$ cat config.mk
export PLATFORM = sky130hd
export DESIGN_NAME = stopwatch_core_flat
export DESIGN_NICKNAME = d
export VERILOG_FILES = /design/src/rtl/stopwatch_core_if.sv /design/src/rtl/stopwatch_core.sv /design/src/flat_wrapper.sv
export SDC_FILE = /design/constraint.sdc
export NUM_CORES = 1
export LEC_CHECK = 0
export BUFFER_PORTS_ARGS = -buffer_cell sky130_fd_sc_hd__buf_2
export CAP_MARGIN = 25
export CORE_MARGIN = 1
export CORE_UTILIZATION = 57
export CTS_CLUSTER_SIZE = 24
export DETAILED_ROUTE_END_ITERATION = 16
export PLACE_DENSITY = 0.85
export SLEW_MARGIN = 5
export SYNTH_ARGS = -nofsm -noshare
export SYNTH_HDL_FRONTEND = slang
export SYNTH_SLANG_ARGS = --single-unit
$ cat constraint.sdc
create_clock -name clk -period 3 [get_ports clk]
set_input_delay 0.15 -clock clk [delete_from_list [all_inputs] [get_ports clk]]
set_output_delay 0.15 -clock clk [all_outputs]
set_load 0.05 [all_outputs]
$ cat src/rtl/stopwatch_core_if.sv
// Control pulses and display outputs between the button stage, stopwatch_core
// and the seven-segment driver. The dbg_state field exposes the FSM state.
interface stopwatch_core_if;
  // start_stop, clear and lap are single-cycle pulses. They are sampled on every
  // rising clk edge with no ready/backpressure. A pulse held for N cycles acts
  // as N separate pulses.
  logic        start_stop;
  logic        clear;
  logic        lap;
  logic [31:0] display;
  logic [7:0]  digit_enable;
  logic [7:0]  dp_enable;
  logic        running;
  logic        overflow;
  logic        lap_active;
  logic [1:0]  dbg_state;

  modport master (
    output start_stop, clear, lap,
    input  display, digit_enable, dp_enable, running, overflow, lap_active,
    input  dbg_state
  );

  modport slave (
    input  start_stop, clear, lap,
    output display, digit_enable, dp_enable, running, overflow, lap_active,
    output dbg_state
  );
endinterface

$ cat src/rtl/stopwatch_core.sv
// BCD stopwatch (HH:MM:SS.hh) feeding the 8-digit seven-segment driver.
// Optional lap freeze is built when the macro STOPWATCH_LAP_EN is defined.
module stopwatch_core #(
  parameter int CLOCK_FREQ = 100000000,
  parameter int TICK_HZ    = 100
) (
  input logic             clk,
  input logic             resetn,
  stopwatch_core_if.slave sw
);
  localparam int DIV = CLOCK_FREQ / TICK_HZ;
  localparam int PW  = (DIV > 2) ? $clog2(DIV) : 1;
  localparam logic [PW-1:0] PRESC_LOAD = PW'(DIV - 1);

  localparam logic [1:0] S_IDLE  = 2'd0;
  localparam logic [1:0] S_RUN   = 2'd1;
  localparam logic [1:0] S_PAUSE = 2'd2;
  localparam logic [1:0] S_FULL  = 2'd3;

  // Each digit's wrap limit. Read as one word, this is also the maximum time.
  localparam logic [31:0] TIME_MAX = 32'h9959_5999;

  logic [1:0]    state_q, state_d;
  logic [PW-1:0] presc_q, presc_d;
  logic [31:0]   time_q, time_d;
  logic [31:0]   display_q, display_d;
  logic          lap_q, lap_d;
  logic          tick;
  logic          at_max;
  logic [7:0]    digit_en;

  function automatic logic [31:0] bcd_inc(input logic [31:0] t);
    logic [31:0] r;
    logic        carry;
    r     = t;
    carry = 1'b1;
    for (int i = 0; i < 8; i++) begin
      if (carry) begin
        if (r[4*i +: 4] == TIME_MAX[4*i +: 4]) begin
          r[4*i +: 4] = 4'd0;
        end else begin
          r[4*i +: 4] = r[4*i +: 4] + 4'd1;
          carry       = 1'b0;
        end
      end
    end
    return r;
  endfunction

  assign tick   = (state_q == S_RUN) && (presc_q == '0);
  assign at_max = (time_q == TIME_MAX);

  always_comb begin
    state_d = state_q;
    time_d  = time_q;
    lap_d   = lap_q;

`ifdef STOPWATCH_LAP_EN
    if (sw.lap) begin
      if (lap_q) begin
        lap_d = 1'b0;
      end else if (state_q == S_RUN) begin
        lap_d = 1'b1;
      end
    end
`else
    // lap_q never leaves 0 here. The input is still consumed so the port stays live.
    lap_d = lap_q & sw.lap;
`endif

    case (state_q)
      S_IDLE: begin
        if (sw.start_stop) state_d = S_RUN;
      end
      S_RUN: begin
        if (tick && at_max) begin
          state_d = S_FULL;
        end else begin
          if (tick) time_d = bcd_inc(time_q);
          if (sw.start_stop) state_d = S_PAUSE;
        end
      end
      S_PAUSE: begin
        if (sw.clear) begin
          state_d = S_IDLE;
          time_d  = '0;
          lap_d   = 1'b0;
        end else if (sw.start_stop) begin
          state_d = S_RUN;
        end
      end
      S_FULL: begin
        if (sw.clear) begin
          state_d = S_IDLE;
          time_d  = '0;
          lap_d   = 1'b0;
        end
      end
      default: begin
        state_d = S_IDLE;
        time_d  = '0;
        lap_d   = 1'b0;
      end
    endcase
  end

  // The prescaler restarts a full period on every entry into RUN.
  // Any partial period is lost on pause.
  always_comb begin
    presc_d = PRESC_LOAD;
    if ((state_q == S_RUN) && (state_d == S_RUN) && (presc_q != '0)) begin
      presc_d = presc_q - 1'b1;
    end
  end

  // A freeze keeps the value already shown, which equals the live time on entry.
  assign display_d = lap_d ? display_q : time_d;

  always_ff @(posedge clk) begin
    if (!resetn) begin
      state_q   <= S_IDLE;
      presc_q   <= PRESC_LOAD;
      time_q    <= '0;
      display_q <= '0;
      lap_q     <= 1'b0;
    end else begin
      state_q   <= state_d;
      presc_q   <= presc_d;
      time_q    <= time_d;
      display_q <= display_d;
      lap_q     <= lap_d;
    end
  end

  // Leading-zero blanking: digit n is lit if it or any higher digit is nonzero.
  always_comb begin
    logic any_nz;
    any_nz   = 1'b0;
    digit_en = 8'b0000_0111;
    for (int n = 7; n >= 3; n--) begin
      any_nz      = any_nz | (display_q[4*n +: 4] != 4'd0);
      digit_en[n] = any_nz;
    end
  end

  assign sw.display      = display_q;
  assign sw.digit_enable = digit_en;
  assign sw.dp_enable    = 8'b0101_0100 & digit_en;
  assign sw.running      = (state_q == S_RUN);
  assign sw.overflow     = (state_q == S_FULL);
  assign sw.lap_active   = lap_q;
  assign sw.dbg_state    = state_q;
endmodule

$ cat src/flat_wrapper.sv
// flat-port wrapper written by rule: the top's interface ports become plain ports
module stopwatch_core_flat 
#(
  parameter int CLOCK_FREQ = 100000000,
  parameter int TICK_HZ    = 100
)
  (clk, resetn, sw_start_stop, sw_clear, sw_lap, sw_display, sw_digit_enable, sw_dp_enable, sw_running, sw_overflow, sw_lap_active, sw_dbg_state);
  stopwatch_core_if sw_i ();
  input logic clk;
  input logic resetn;
  input wire logic [$bits(sw_i.start_stop)-1:0] sw_start_stop;
  input wire logic [$bits(sw_i.clear)-1:0] sw_clear;
  input wire logic [$bits(sw_i.lap)-1:0] sw_lap;
  output wire logic [$bits(sw_i.display)-1:0] sw_display;
  output wire logic [$bits(sw_i.digit_enable)-1:0] sw_digit_enable;
  output wire logic [$bits(sw_i.dp_enable)-1:0] sw_dp_enable;
  output wire logic [$bits(sw_i.running)-1:0] sw_running;
  output wire logic [$bits(sw_i.overflow)-1:0] sw_overflow;
  output wire logic [$bits(sw_i.lap_active)-1:0] sw_lap_active;
  output wire logic [$bits(sw_i.dbg_state)-1:0] sw_dbg_state;
  assign sw_i.start_stop = sw_start_stop;
  assign sw_i.clear = sw_clear;
  assign sw_i.lap = sw_lap;
  assign sw_display = sw_i.display;
  assign sw_digit_enable = sw_i.digit_enable;
  assign sw_dp_enable = sw_i.dp_enable;
  assign sw_running = sw_i.running;
  assign sw_overflow = sw_i.overflow;
  assign sw_lap_active = sw_i.lap_active;
  assign sw_dbg_state = sw_i.dbg_state;
  stopwatch_core #(.CLOCK_FREQ(CLOCK_FREQ), .TICK_HZ(TICK_HZ)) u_core (.clk(clk), .resetn(resetn), .sw(sw_i));
endmodule
; ---- After elaboration in Yosys (flattened, before gate mapping)
; Cells that the tools add are included.
[word_totals]
register_bits = 87
inputBits = 5
out_inout_bits = 53
word_cells = 107
[op_classes]
addsub = 9
n_eq_ne = 13
muxes = 61
bitwise = 5
n_reduce_logical = 14
[ops]
columns = op, n
row1 = $mux 32, 3
row2 = $pmux 32 s2, 1
row3 = $mux 4, 15
row4 = $mux 1, 36
row5 = $add 4x1->4 const B, 8
row6 = $eq 32x32->1 const B, 1
row7 = $eq 4x4->1 const B, 6
row8 = $logic_not 20->1, 1
row9 = $reduce_bool 20->1, 1
row10 = $reduce_bool 4->1, 5
row11 = $sub 20x1->20 const B, 1
row12 = $mux 2, 5
row13 = $eq 4x3->1 const B, 2
row14 = $pmux 2 s4, 1
row15 = $eq 2x1->1 const B, 2
row16 = $eq 2x2->1 const B, 2
row17 = $logic_and 1x1->1, 4
row18 = $or 1x1->1, 4
row19 = $logic_not 2->1, 1
row20 = $reduce_and 2->1, 1
row21 = $reduce_or 2->1, 1
row22 = $and 1x1->1, 1

; ---- Depth between registers and ports, before layout
[logic_depth]
ltp_word = 33
depth_mapped = 11
mapped_depth_nobuf = 8

; ---- Least setup slack after synthesis
; No wires, ideal clock.
[synth_timing]
path_kind = flip-flop to flip-flop
start = register u_core.state_q[0], in the netlist u_core.sw.dbg_state[0]
end = register u_core.display_q[10], in the netlist u_core.sw.display[10]
setup_time_ns = 0.074
arrival_ns = 2.587
required_time_ns = 2.926
path_slack_ns = 0.339
stages_incl_launch_ff = 9
path_buffers = 1
period_less_slack_ns = 2.661
cell_sequence = dfxtp_1 nand2b_1 inv_1 buf_2 nand2_1 nor3_1 nand3_1 or3b_2 a31oi_1
[synth_via]
elab_chain_len = 5
word_cells_on_any_way = 10
classes_between = eq/ne: 3 / mux: 4 / reduce/logical: 3
[synth_lines]
columns = item, line_no
row1 = start: declaration, stopwatch_core.sv:23  ; logic [1:0] state_q, state_d;
row2 = start signal: assignment, stopwatch_core.sv:127  ; state_q <= state_d;
row3 = $eq 2x1->1 (*), --
row4 = net sw_running, flat_wrapper.sv:17  ; output wire logic [$bits(sw_i.running)-1:0] sw_running;
row5 = $logic_and 1x1->1, stopwatch_core.sv:50  ; assign tick = (state_q == S_RUN) && (presc_q == '0);
row6 = $mux 32 or $logic_and 1x1->1 (tied branches), "stopwatch_core.sv:79, stopwatch_core.sv:76"
row7 = $mux 32, stopwatch_core.sv:76  ; if (tick && at_max) begin
row8 = $pmux 32 s2 (*), stopwatch_core.sv:71  ; case (state_q)
row9 = end signal: assignment, stopwatch_core.sv:130  ; display_q <= display_d;
row10 = end: declaration, stopwatch_core.sv:26  ; logic [31:0] display_q, display_d;
; The timed path passes the listed nets; every way through them passes the cells marked *.
; A chain may end at the register's enable or synchronous reset.

; ---- Final worst setup path
[layout_timing]
start = register u_core.time_q[12]
end = register u_core.display_q[31], in the netlist u_core.sw.display[31]
[layout_via]
elab_chain_len = 22
word_cells_on_any_way = 24
classes_between = eq/ne: 2 / mux: 21 / reduce/logical: 1
[layout_lines]
columns = item, line_no
row1 = start: declaration, stopwatch_core.sv:25  ; logic [31:0] time_q, time_d;
row2 = start signal: assignment, stopwatch_core.sv:129  ; time_q <= time_d;
row3 = $eq 4x3->1, stopwatch_core.sv:39  ; if (r[4*i +: 4] == TIME_MAX[4*i +: 4]) begin
row4 = $mux 1, stopwatch_core.sv:39
row5 = $mux 1, stopwatch_core.sv:38  ; if (carry) begin
row6 = $mux 1, stopwatch_core.sv:79  ; if (tick) time_d = bcd_inc(time_q);
row7 = $mux 1, stopwatch_core.sv:76
row8 = $mux 1, stopwatch_core.sv:71
row9 = $mux 1, stopwatch_core.sv:38
row10 = $mux 1, stopwatch_core.sv:79
row11 = (+6 left out), --
row12 = $mux 1, stopwatch_core.sv:38
row13 = $mux 1, stopwatch_core.sv:79
row14 = $mux 1, stopwatch_core.sv:76
row15 = $mux 1, stopwatch_core.sv:71
row16 = $mux 4, stopwatch_core.sv:38
row17 = $mux 32, stopwatch_core.sv:79
row18 = $mux 32 (*), stopwatch_core.sv:76
row19 = $pmux 32 s2 (*), stopwatch_core.sv:71
; Every way passes the cells marked *; elsewhere a longest branch is shown, timed or not. The select of a mux whose other input is x is not followed.

==> flow_summary_export.csv <==
group,metric,value,unit
pwr,total_power,2.217,mW
global_route,grt_usage,30.20,%
clock_network,cts_sinks,87,
sta,tightest_slew,0.7557,ns
global_route,grt_first_pass_wirelength,18190,um
finish,area_delta_synth_final,13.38,%
detailed_routing,first_iter_violations,378,
clock_network,clkLatencyLatePin,0.38,ns
finish,finish.utilization,67.02,%
clock_network,cts_resized,0,
synth,yosys.area.top_type_share,40.41,%
clock_network,cts_setup_buffers,0,
job,maxCapViolCount,0,
floorplanning,ios,58,
synth,synth_area,4310,um2
finish,multi_input_area,2364,um2
detailed_routing,drc_errors,0,
pwr,pwr_density_cell,453.6,nW/um2
finish,drive_above_1_share,17.67,%
sta,fin_tns_setup,0,ns
status,status,"finished, final reports clean",
synth,synth_compound_area_share,16.31,%
clock_network,cts_hold_buf,0,
setup_path,startpoint_type,"register",
sta,setup_violations,0,
detailed_routing,drtPass1Iterations,5,
synth,yosys-top-cells-count,"87 x dfxtp_1, 58 x nand2_1, 47 x nor2_1, 29 x nand3_1",
sta,drv_slew,0,
clock_network,tritoncts,"done",
placed_design,dp_hpwl,8053,um
placed_design,post-place-ws,0.3472,ns
finish,seqCellArea,1742,um2
detailed_routing,viasPerCell,6.296,
setup_path,worst-setup-path-type,"register to register",
synth,synthSimpleGateAreaFrac,28.85,%
detailed_routing,ant_nets,0,
setup_path,crit_fanout,8,
floorplanning,die_width,88.96,um
pwr,ir_worst_vdd,0.0003043,V
synth,syn-instance-count,510,
sta,final_hold_viol_count,0,
global_route,grt_pass1_vias,3795,
detailed_routing,wl_per_cell,17.25,um
placed_design,place_inst,649,
clock_network,clock_path_buffers,2,
sta,min_period,2.707,ns
synth,synth_area_leaders,"dfxtp_1 40%, nand2_1 5.1%, ha_1 4.6%",
setup_path,worstSetupEndpointType,"register",
sta,fmax,369.5,MHz
global_route,antenna_found_initial,0,
synth,async_reset_ff_share,0,%
pwr,p_leak,2.027,nW
synth,synth-adder-area-share,4.644,%
finish,final_cells,665,
synth,muxShareOfSynthArea,0.9869,%
clock_network,clockRootBuffer,"clkbuf_8",
detailed_routing,wl,11470,um
synth,synth_top_family_by_area,"simple AND/OR/NAND/NOR gates",
floorplanning,fp.dieH,88.96,um
sta,post-route-period-util,90.22,%
finish,nNetsFinal,582,
floorplanning,start_util,59.11,%
clock_network,cts_buffers,9,
global_route,grt_overflow_total,0,
synth,ys_seq_elements,87,
finish,n_fill_cell,612,
placed_design,gp_congestion,0.9652,
finish,n_antenna_cell,0,
synth,synth.most_common_cell,"dfxtp_1",
setup_path,cp.required,3.33,ns
floorplanning,num_rows,31,
clock_network,cts.htree.levels,3,
placed_design,io_buffers,48,
synth,synth_edf_count,0,
synth,synth_area_per_cell,8.452,um2
synth,synth-xor-area-share,3.251,%
setup_path,crit_arrival,3.03,ns
sta,setup_slack,0.2934,ns
synth,synth.largest_area_cell,"dfxtp_1",
synth,yosysWarnings,0,
synth,yosysSeqAreaShare,40.41,%
floorplanning,dieArea,7914,um2
floorplanning,core_area,7292,um2
detailed_routing,vias,4187,
global_route,grt_max_degree,22,
sta,rsz0062_at_grt,"false",
synth,ys.flop_type,"dfxtp_1",
clock_network,clk_pin_slew,0.10,ns
sta,relSlewSlack,49.15,%
hold_path,min_path_type,"input port to register",
sta,finClkSkew,0.01684,ns
synth,synth_cell_types,66,
cell families (layout without fill, tap and decap cells):
family / count (synthesis) / in the layout
buffers and inverters: 48 / 97
AOI/OAI and AO/OA: 106 / 106
other: 2 / 9
xor gates and xnor gates: 16 / 16
and+or+nand+nor: 231 / 231
muxes: 4 / 4
DFF: 87 / 87
adders and majority gates: 16 / 16
metrics by stage:
stage | instance area [um2] | hold WS, ns
floorplan | 4337 | 0.2513
global placement | 4657 | 0.3815
detailed placement | 4657 | 0.3860
CTS | 4887 | 0.06212
global route | 4887 | 0.07421
finish | 4887 | 0.07174
layer usage:
metal  routed length, um  GRT usage [%]
met1                4829          39.60
met3                1029          5.540
met5                   0              0
met4                 442          15.30
met2                5171          47.97
layout make-up:
class	instances	area share (%)
sequential	87	35.64
multi-input combinational	382	48.36
inverter	16	1.229
tap	99	2.535
clock inverter	6	1.895
timing repair buffer	65	7.527
clock buffer	10	2.816
power by group:
part           leakage, nW  switching (mW)  internal, mW
Sequential           0.701         0.00382          1.16
Clock                0.109           0.446         0.496
Combinational         1.22          0.0921        0.0230
Total                 2.03           0.542          1.67
flip-flops by register name (all words and copies together), names as in the netlist:
signal / count
u_core.sw.dbg_state: 2
u_core.presc_q: 20
u_core.sw.lap_active: 1
u_core.time_q: 32
u_core.sw.display: 32
critical path, cell delays in order, from the launching register on:
cell	delay (ns)
dfxtp_1	0.41
ha_1	0.18
and3b_1	0.37
nand4_4	0.17
or4_4	0.61
or4_4	0.52
or3_1	0.33
nand3_1	0.08
final timing paths:
path | start | end | slack [ns] | cells past startpoint
worst min register to register | u_core.presc_q[0] | u_core.presc_q[0] | 0.41 | 1
worst max-delay path | u_core.time_q[12] | u_core.sw.display[31] | 0.29 | 7
worst min-delay path | sw_start_stop | u_core.sw.dbg_state[0] | 0.07 | 2
worst max register to register | u_core.time_q[12] | u_core.sw.display[31] | 0.29 | 7
cell usage in the layout, fill, tap and decap left out, drive strengths merged, types with 15 or more instances in the layout:
master  count
dfxtp      87
buf        65
nand2      59
nor2       47
nand3      30
o21ai      23
a21oi      23
nor4       18
ha         16
nor3       15
a31oi      15
inv        15
No activity file was read; power rests on OpenSTA's default activity.
